===== src/rtl/fft_frame_loader_pkg.sv =====
// Shared constants and the frame type for the 4-point FFT front end.
package fft_pkg;
  localparam int N_PTS     = 4;
  localparam int SAMPLE_W  = 2;
  localparam int DEF_CNT_W = 8;

  // Element [0] is the oldest sample of the frame.
  typedef logic [N_PTS-1:0][SAMPLE_W-1:0] frame_t;
endpackage


===== src/rtl/fft_frame_loader_if.sv =====
// Sample-stream and frame handshakes of the frame loader; master is the loader side.
interface fft_frame_loader_if #(parameter int W = fft_pkg::SAMPLE_W);
  logic [W-1:0] s_data;
  logic         s_valid;
  logic         s_ready;
  logic [W-1:0] i0;
  logic [W-1:0] i1;
  logic [W-1:0] i2;
  logic [W-1:0] i3;
  logic         f_valid;
  logic         f_ready;

  modport master (
    input  s_data, s_valid, f_ready,
    output s_ready, i0, i1, i2, i3, f_valid
  );

  modport slave (
    output s_data, s_valid, f_ready,
    input  s_ready, i0, i1, i2, i3, f_valid
  );
endinterface


===== src/rtl/fft_frame_loader_bank.sv =====
// One ping-pong bank: four W-bit sample registers, written one address at a time.
module frame_bank
  import fft_pkg::*;
#(
  parameter int W = SAMPLE_W
) (
  input  logic         clk,
  input  logic         rst,
  input  logic         we,
  input  logic [1:0]   addr,
  input  logic [W-1:0] din,
  output logic [W-1:0] q0,
  output logic [W-1:0] q1,
  output logic [W-1:0] q2,
  output logic [W-1:0] q3
);

  logic [W-1:0] mem [N_PTS];

  always_ff @(posedge clk or posedge rst) begin
    if (rst) begin
      for (int k = 0; k < N_PTS; k++) mem[k] <= '0;
    end else if (we) begin
      mem[addr] <= din;
    end
  end

  assign q0 = mem[0];
  assign q1 = mem[1];
  assign q2 = mem[2];
  assign q3 = mem[3];

endmodule


===== src/rtl/fft_frame_loader.sv =====
// Serial-to-frame loader: fills one bank while the FFT consumes the other.
module fft_frame_loader
  import fft_pkg::*;
#(
  parameter int W     = SAMPLE_W,
  parameter int CNT_W = DEF_CNT_W
) (
  input  logic             clk,
  input  logic             rst,
  input  logic             flush,
  fft_frame_loader_if.master bus,
  output logic [CNT_W-1:0] frame_cnt,
  output logic             partial
);

  logic [1:0] full;
  logic [1:0] full_nxt;
  logic       wr_sel;
  logic       rd_sel;
  logic [1:0] wr_cnt;
  logic       wr_fire;
  logic       rd_fire;
  logic       frame_done;

  logic [N_PTS-1:0][W-1:0] bank_q [2];

  assign bus.s_ready = ~full[wr_sel] & ~flush;
  assign bus.f_valid = full[rd_sel];
  assign wr_fire     = bus.s_valid & bus.s_ready;
  assign rd_fire     = bus.f_valid & bus.f_ready;
  assign frame_done  = wr_fire & (wr_cnt == 2'd3);
  assign partial     = (wr_cnt != 2'd0);

  // A write only targets a non-full bank and a pop only a full one, so both can land together.
  always_comb begin
    full_nxt = full;
    if (rd_fire)    full_nxt[rd_sel] = 1'b0;
    if (frame_done) full_nxt[wr_sel] = 1'b1;
  end

  always_ff @(posedge clk or posedge rst) begin
    if (rst) begin
      full      <= 2'b00;
      wr_sel    <= 1'b0;
      rd_sel    <= 1'b0;
      wr_cnt    <= 2'd0;
      frame_cnt <= '0;
    end else begin
      full <= full_nxt;
      if (flush) begin
        wr_cnt <= 2'd0;
      end else if (wr_fire) begin
        wr_cnt <= wr_cnt + 2'd1;
      end
      if (frame_done) wr_sel <= ~wr_sel;
      if (rd_fire) begin
        rd_sel    <= ~rd_sel;
        frame_cnt <= frame_cnt + CNT_W'(1);
      end
    end
  end

  for (genvar b = 0; b < 2; b++) begin : g_bank
    frame_bank #(.W(W)) u_bank (
      .clk  (clk),
      .rst  (rst),
      .we   (wr_fire & (wr_sel == 1'(b))),
      .addr (wr_cnt),
      .din  (bus.s_data),
      .q0   (bank_q[b][0]),
      .q1   (bank_q[b][1]),
      .q2   (bank_q[b][2]),
      .q3   (bank_q[b][3])
    );
  end

  assign bus.i0 = bank_q[rd_sel][0];
  assign bus.i1 = bank_q[rd_sel][1];
  assign bus.i2 = bank_q[rd_sel][2];
  assign bus.i3 = bank_q[rd_sel][3];

endmodule


===== src/flat_wrapper.sv =====
// flat-port wrapper written by rule: the top's interface ports become plain ports
module fft_frame_loader_flat import fft_pkg::*;
#(
  parameter int W     = SAMPLE_W,
  parameter int CNT_W = DEF_CNT_W
)
  (clk, rst, flush, frame_cnt, partial, bus_s_data, bus_s_valid, bus_f_ready, bus_s_ready, bus_i0, bus_i1, bus_i2, bus_i3, bus_f_valid);
  fft_frame_loader_if #(.W(W)) bus_i ();
  input  logic clk;
  input  logic rst;
  input  logic flush;
  output logic [CNT_W-1:0] frame_cnt;
  output logic partial;
  input wire logic [$bits(bus_i.s_data)-1:0] bus_s_data;
  input wire logic [$bits(bus_i.s_valid)-1:0] bus_s_valid;
  input wire logic [$bits(bus_i.f_ready)-1:0] bus_f_ready;
  output wire logic [$bits(bus_i.s_ready)-1:0] bus_s_ready;
  output wire logic [$bits(bus_i.i0)-1:0] bus_i0;
  output wire logic [$bits(bus_i.i1)-1:0] bus_i1;
  output wire logic [$bits(bus_i.i2)-1:0] bus_i2;
  output wire logic [$bits(bus_i.i3)-1:0] bus_i3;
  output wire logic [$bits(bus_i.f_valid)-1:0] bus_f_valid;
  assign bus_i.s_data = bus_s_data;
  assign bus_i.s_valid = bus_s_valid;
  assign bus_i.f_ready = bus_f_ready;
  assign bus_s_ready = bus_i.s_ready;
  assign bus_i0 = bus_i.i0;
  assign bus_i1 = bus_i.i1;
  assign bus_i2 = bus_i.i2;
  assign bus_i3 = bus_i.i3;
  assign bus_f_valid = bus_i.f_valid;
  fft_frame_loader #(.W(W), .CNT_W(CNT_W)) u_core (.clk(clk), .rst(rst), .flush(flush), .bus(bus_i), .frame_cnt(frame_cnt), .partial(partial));
endmodule

===== config.mk =====
export PLATFORM = sky130hd
export DESIGN_NAME = fft_frame_loader_flat
export DESIGN_NICKNAME = d
export VERILOG_FILES = /design/src/rtl/fft_frame_loader_pkg.sv /design/src/rtl/fft_frame_loader_if.sv /design/src/rtl/fft_frame_loader_bank.sv /design/src/rtl/fft_frame_loader.sv /design/src/flat_wrapper.sv
export SDC_FILE = /design/constraint.sdc
export NUM_CORES = 1
export LEC_CHECK = 0
export ABC_CLOCK_PERIOD_IN_PS = 1800
export CAP_MARGIN = 20
export CORE_MARGIN = 2
export CORE_UTILIZATION = 35
export CTS_CLUSTER_DIAMETER = 100
export DETAILED_ROUTE_END_ITERATION = 7
export SYNTH_ARGS = -nofsm -noshare
export SYNTH_HDL_FRONTEND = slang
export SYNTH_HIERARCHICAL = 1
export SYNTH_SLANG_ARGS = --single-unit

===== constraint.sdc =====
create_clock -name clk -period 1.8 [get_ports clk]
set_clock_uncertainty 0.1 [all_clocks]
set_input_delay 0.36 -clock clk [delete_from_list [all_inputs] [get_ports clk]]
set_output_delay 0.36 -clock clk [all_outputs]
set_load 0.005 [all_outputs]

==> flow_summary.ini <==
[synthesis]
synth_fp_nets = 122
netlist_instances = 112
ys_top_cells_by_area = dfrtp_1 (52%), mux2_1 (9.4%), mux2_2 (9.4%)
yosys.area.top_type = dfrtp_1
synth_area_per_cell_um2 = 12.9
synth_area_um2 = 1440
synth_warnings = 6
yosysSeqAreaShare_pct = 52.1
yosysTopAreaCellShare_pct = 52.1
synth_cell_types = 28
synth-seq-cells = 30

[timing]
hold_slack_ns = 0.313
timing.final.ws_setup_ns = -0.00682
rsz0062_at_grt = true
fin_crit_sh_pct = 100
worst_pin_slew_ns = 0.535
timing.setup.tns_ns = -0.00686
slew_violations = 0
period_needed_ns = 1.81
fmax_mhz = 553
maxSlewHeadroom_pct = 64.3
hold_violations = 0
setup_viol = 2

[hold_path]
holdCritPathClass = in2async

[final_layout]
antenna_cells = 0
areaGrowthSynthToFinish_pct = 46.6
layout.nets = 178
drive_above_1_share_pct = 43.8

[worst_setup_path]
critPathArrivalTime_ns = 1.35
reg2reg_from = u_core/wr_sel$_DFFE_PP0P_
end_kind = output pin
critPathKind = reg2out
crit_fanout = 4
ff2ff_path_depth = 7
start_kind = flip-flop
critPathRequiredTime_ns = 1.34
crit_path_start = u_core/rd_sel$_DFFE_PP0N_

[routing]
drc = 0
dr_total_vias = 1044
postRouteAntennaNets = 0
drt_iter0_markers = 24
drt-vias-per-instance = 4.77
wl_per_cell_um = 14.0
wl_mm = 3.06
drt_pass1_iterations = 3

[power_and_ir_drop]
power_frac_seq_pct = 39.5
internal_power_mw = 1.70
power_mw = 2.32
p_per_area_nw_per_um2 = 1100
pwr-share-clk_pct = 23.6
pwr-share-comb_pct = 36.9
p_switching_mw = 0.623
ir_drop_mv = 0.701
netSwitchingFraction_pct = 26.9
p_leak_nw = 1.02

[place]
dp_hpwl_mm = 2.17
port_buffers = 25
gp_congestion = 0.734

[floorplanning]
num_io_pins = 26
die_x_um = 68.2
dieArea_um2 = 4650
row_count = 23
coreArea_um2 = 3970
fp.dieH_um = 68.2
start_util_pct = 36.3

[clock_tree]
clkLatencyLatePin_ns = 0.28
cts_tree = done
cts_inserted_buffers = 5
htreeDepth = 2
root_buffer = clkbuf_8
cts.sinks = 30
clock_path_buffers = 2
clkTransAtPathRegs_ns = 0.06
hold_buffers = 0

[grt]
grt_overflow = 0
grt_max_degree = 15
antenna_found_initial = 0
grt_pass1_wl_mm = 5.11
first_global_vias = 1095
grt_usage_pct = 15.6

[status]
status = finished, violations left
violations = negative setup slack

[job]
cap_violations = 0
==> worst paths after layout <==
kind	end	slack (ns)
min	u_core/g_bank[1].u_bank/q2[0]$_DFFE_PP0P_	0.31
min reg2reg	u_core/frame_cnt[7]$_DFFE_PP0N_	0.37
max reg2reg	u_core/g_bank[1].u_bank/q2[0]$_DFFE_PP0P_	0
min in group clk	u_core/frame_cnt[7]$_DFFE_PP0N_	0.37
max in group asynchronous	u_core/wr_cnt[1]$_DFFE_PP0P_	0.85
max	bus_f_valid	-0.007
==> worst max-delay path: stages (launching register included) <==
cell and delay, ns:
dfrtp_1 0.39, buf_4 0.14, buf_6 0.12, mux2_4 0.30, buf_6 0.12
==> kinds of logic (layout without fill, tap and decap cells) <==
group | after synthesis | in the layout | share of synthesized area (%)
AO/OA/AOI/OAI | 9 | 9 | 4.25
XOR/XNOR | 8 | 8 | 4.86
adder cells (fa/ha/maj) | 3 | 3 | 2.60
buffers and inverters | 10 | 67 | 2.78
flip-flops | 30 | 30 | 52.1
multiplexers | 27 | 27 | 21.8
AND/OR/NAND/NOR | 25 | 25 | 11.6
==> state kept, by name (all words and copies together), names as in the netlist <==
register,flops
u_core/rd_sel,1
u_core/wr_sel,1
u_core/g_bank.u_bank/q2,4
u_core/g_bank.u_bank/q3,4
u_core/full,2
u_core/frame_cnt,8
u_core/wr_cnt,2
u_core/g_bank.u_bank/q1,4
u_core/g_bank.u_bank/q0,4
==> Yosys cell counts <==
cell       count
nand3b_1       4
nor3b_2        2
nor2b_4        1
mux2_4         2
xnor2_1        8
nor2b_1        1
mux2i_2        1
and3_1         1
ha_1           3
nand2_1        2
mux2_1        12
a211oi_1       2
o21ai_0        2
dfrtp_1       30
nor2_1         2
nand2_2        1
a31oi_1        1
nand3_1        5
and2_1         1
a21oi_1        1
and4_1         1
buf_2          2
a31o_1         1
inv_1          8
nand4_1        4
o21bai_1       1
o2bb2ai_1      1
mux2_2        12
==> power by group through the flow <==
stage / logic, mW / registers [mW] / clock network [mW]
2_1_floorplan: 0.322 / 0.912 / 0
3_3_place_gp: 0.664 / 0.912 / 0
3_5_place_dp: 0.677 / 0.919 / 0
4_1_cts: 0.743 / 0.915 / 0.576
5_1_grt: 0.926 / 0.938 / 0.615
6_report: 0.856 / 0.916 / 0.548
==> cells in the final DEF (no fill, tap or decap), drive strengths merged, types with 2 or more instances in the layout <==
cell type,n
nand3b,4
buf,34
xnor2,8
a211oi,2
nor2b,2
nand2,3
dfrtp,30
nand3,5
inv,8
nor3b,2
clkbuf,9
nand4,4
mux2,26
clkdlybuf4s50,14
o21ai,2
ha,3
nor2,2
==> timing repair <==
| item | CTS | global route |
|---|---|---|
| cloned | 0 | 0 |
| gates resized for setup | 52 | 19 |
| setup buffers | 9 | 1 |
| pin swaps | 1 | 1 |
| endpoints found under the setup margin | 27 | 26 |
==> stage by stage <==
| stage | setup slack (ns) | area (um2) | utilization (%) | std cells |
|---|---|---|---|---|
| after floorplan | 0.0189 | 1440 | - | 112 |
| after global placement | -0.333 | 1860 | 46.9 | 201 |
| after detailed placement | -0.384 | 1860 | 46.9 | 201 |
| after CTS | -0.0204 | 2050 | 51.5 | 218 |
| after global routing | -0.0771 | 2110 | 53.2 | 219 |
| final | -0.00682 | 2110 | 53.2 | 219 |
==> routing by layer <==
layer / track usage, % / routed length, um
met5: 0 / 0
met4: 8.25 / 68
met3: 4.93 / 147
met2: 24.8 / 1460
met1: 19.0 / 1390
==> cell type report <==
class                      count  area [um2]
clock buffer                   7        86.3
tap                           50        62.6
inverter                       8        30.0
clock inverter                 1        5.00
fill                         357        1860
sequential                    30         751
timing repair buffer          51         443
multi-input combinational     72         736
Power figures use the tool's default switching activity.
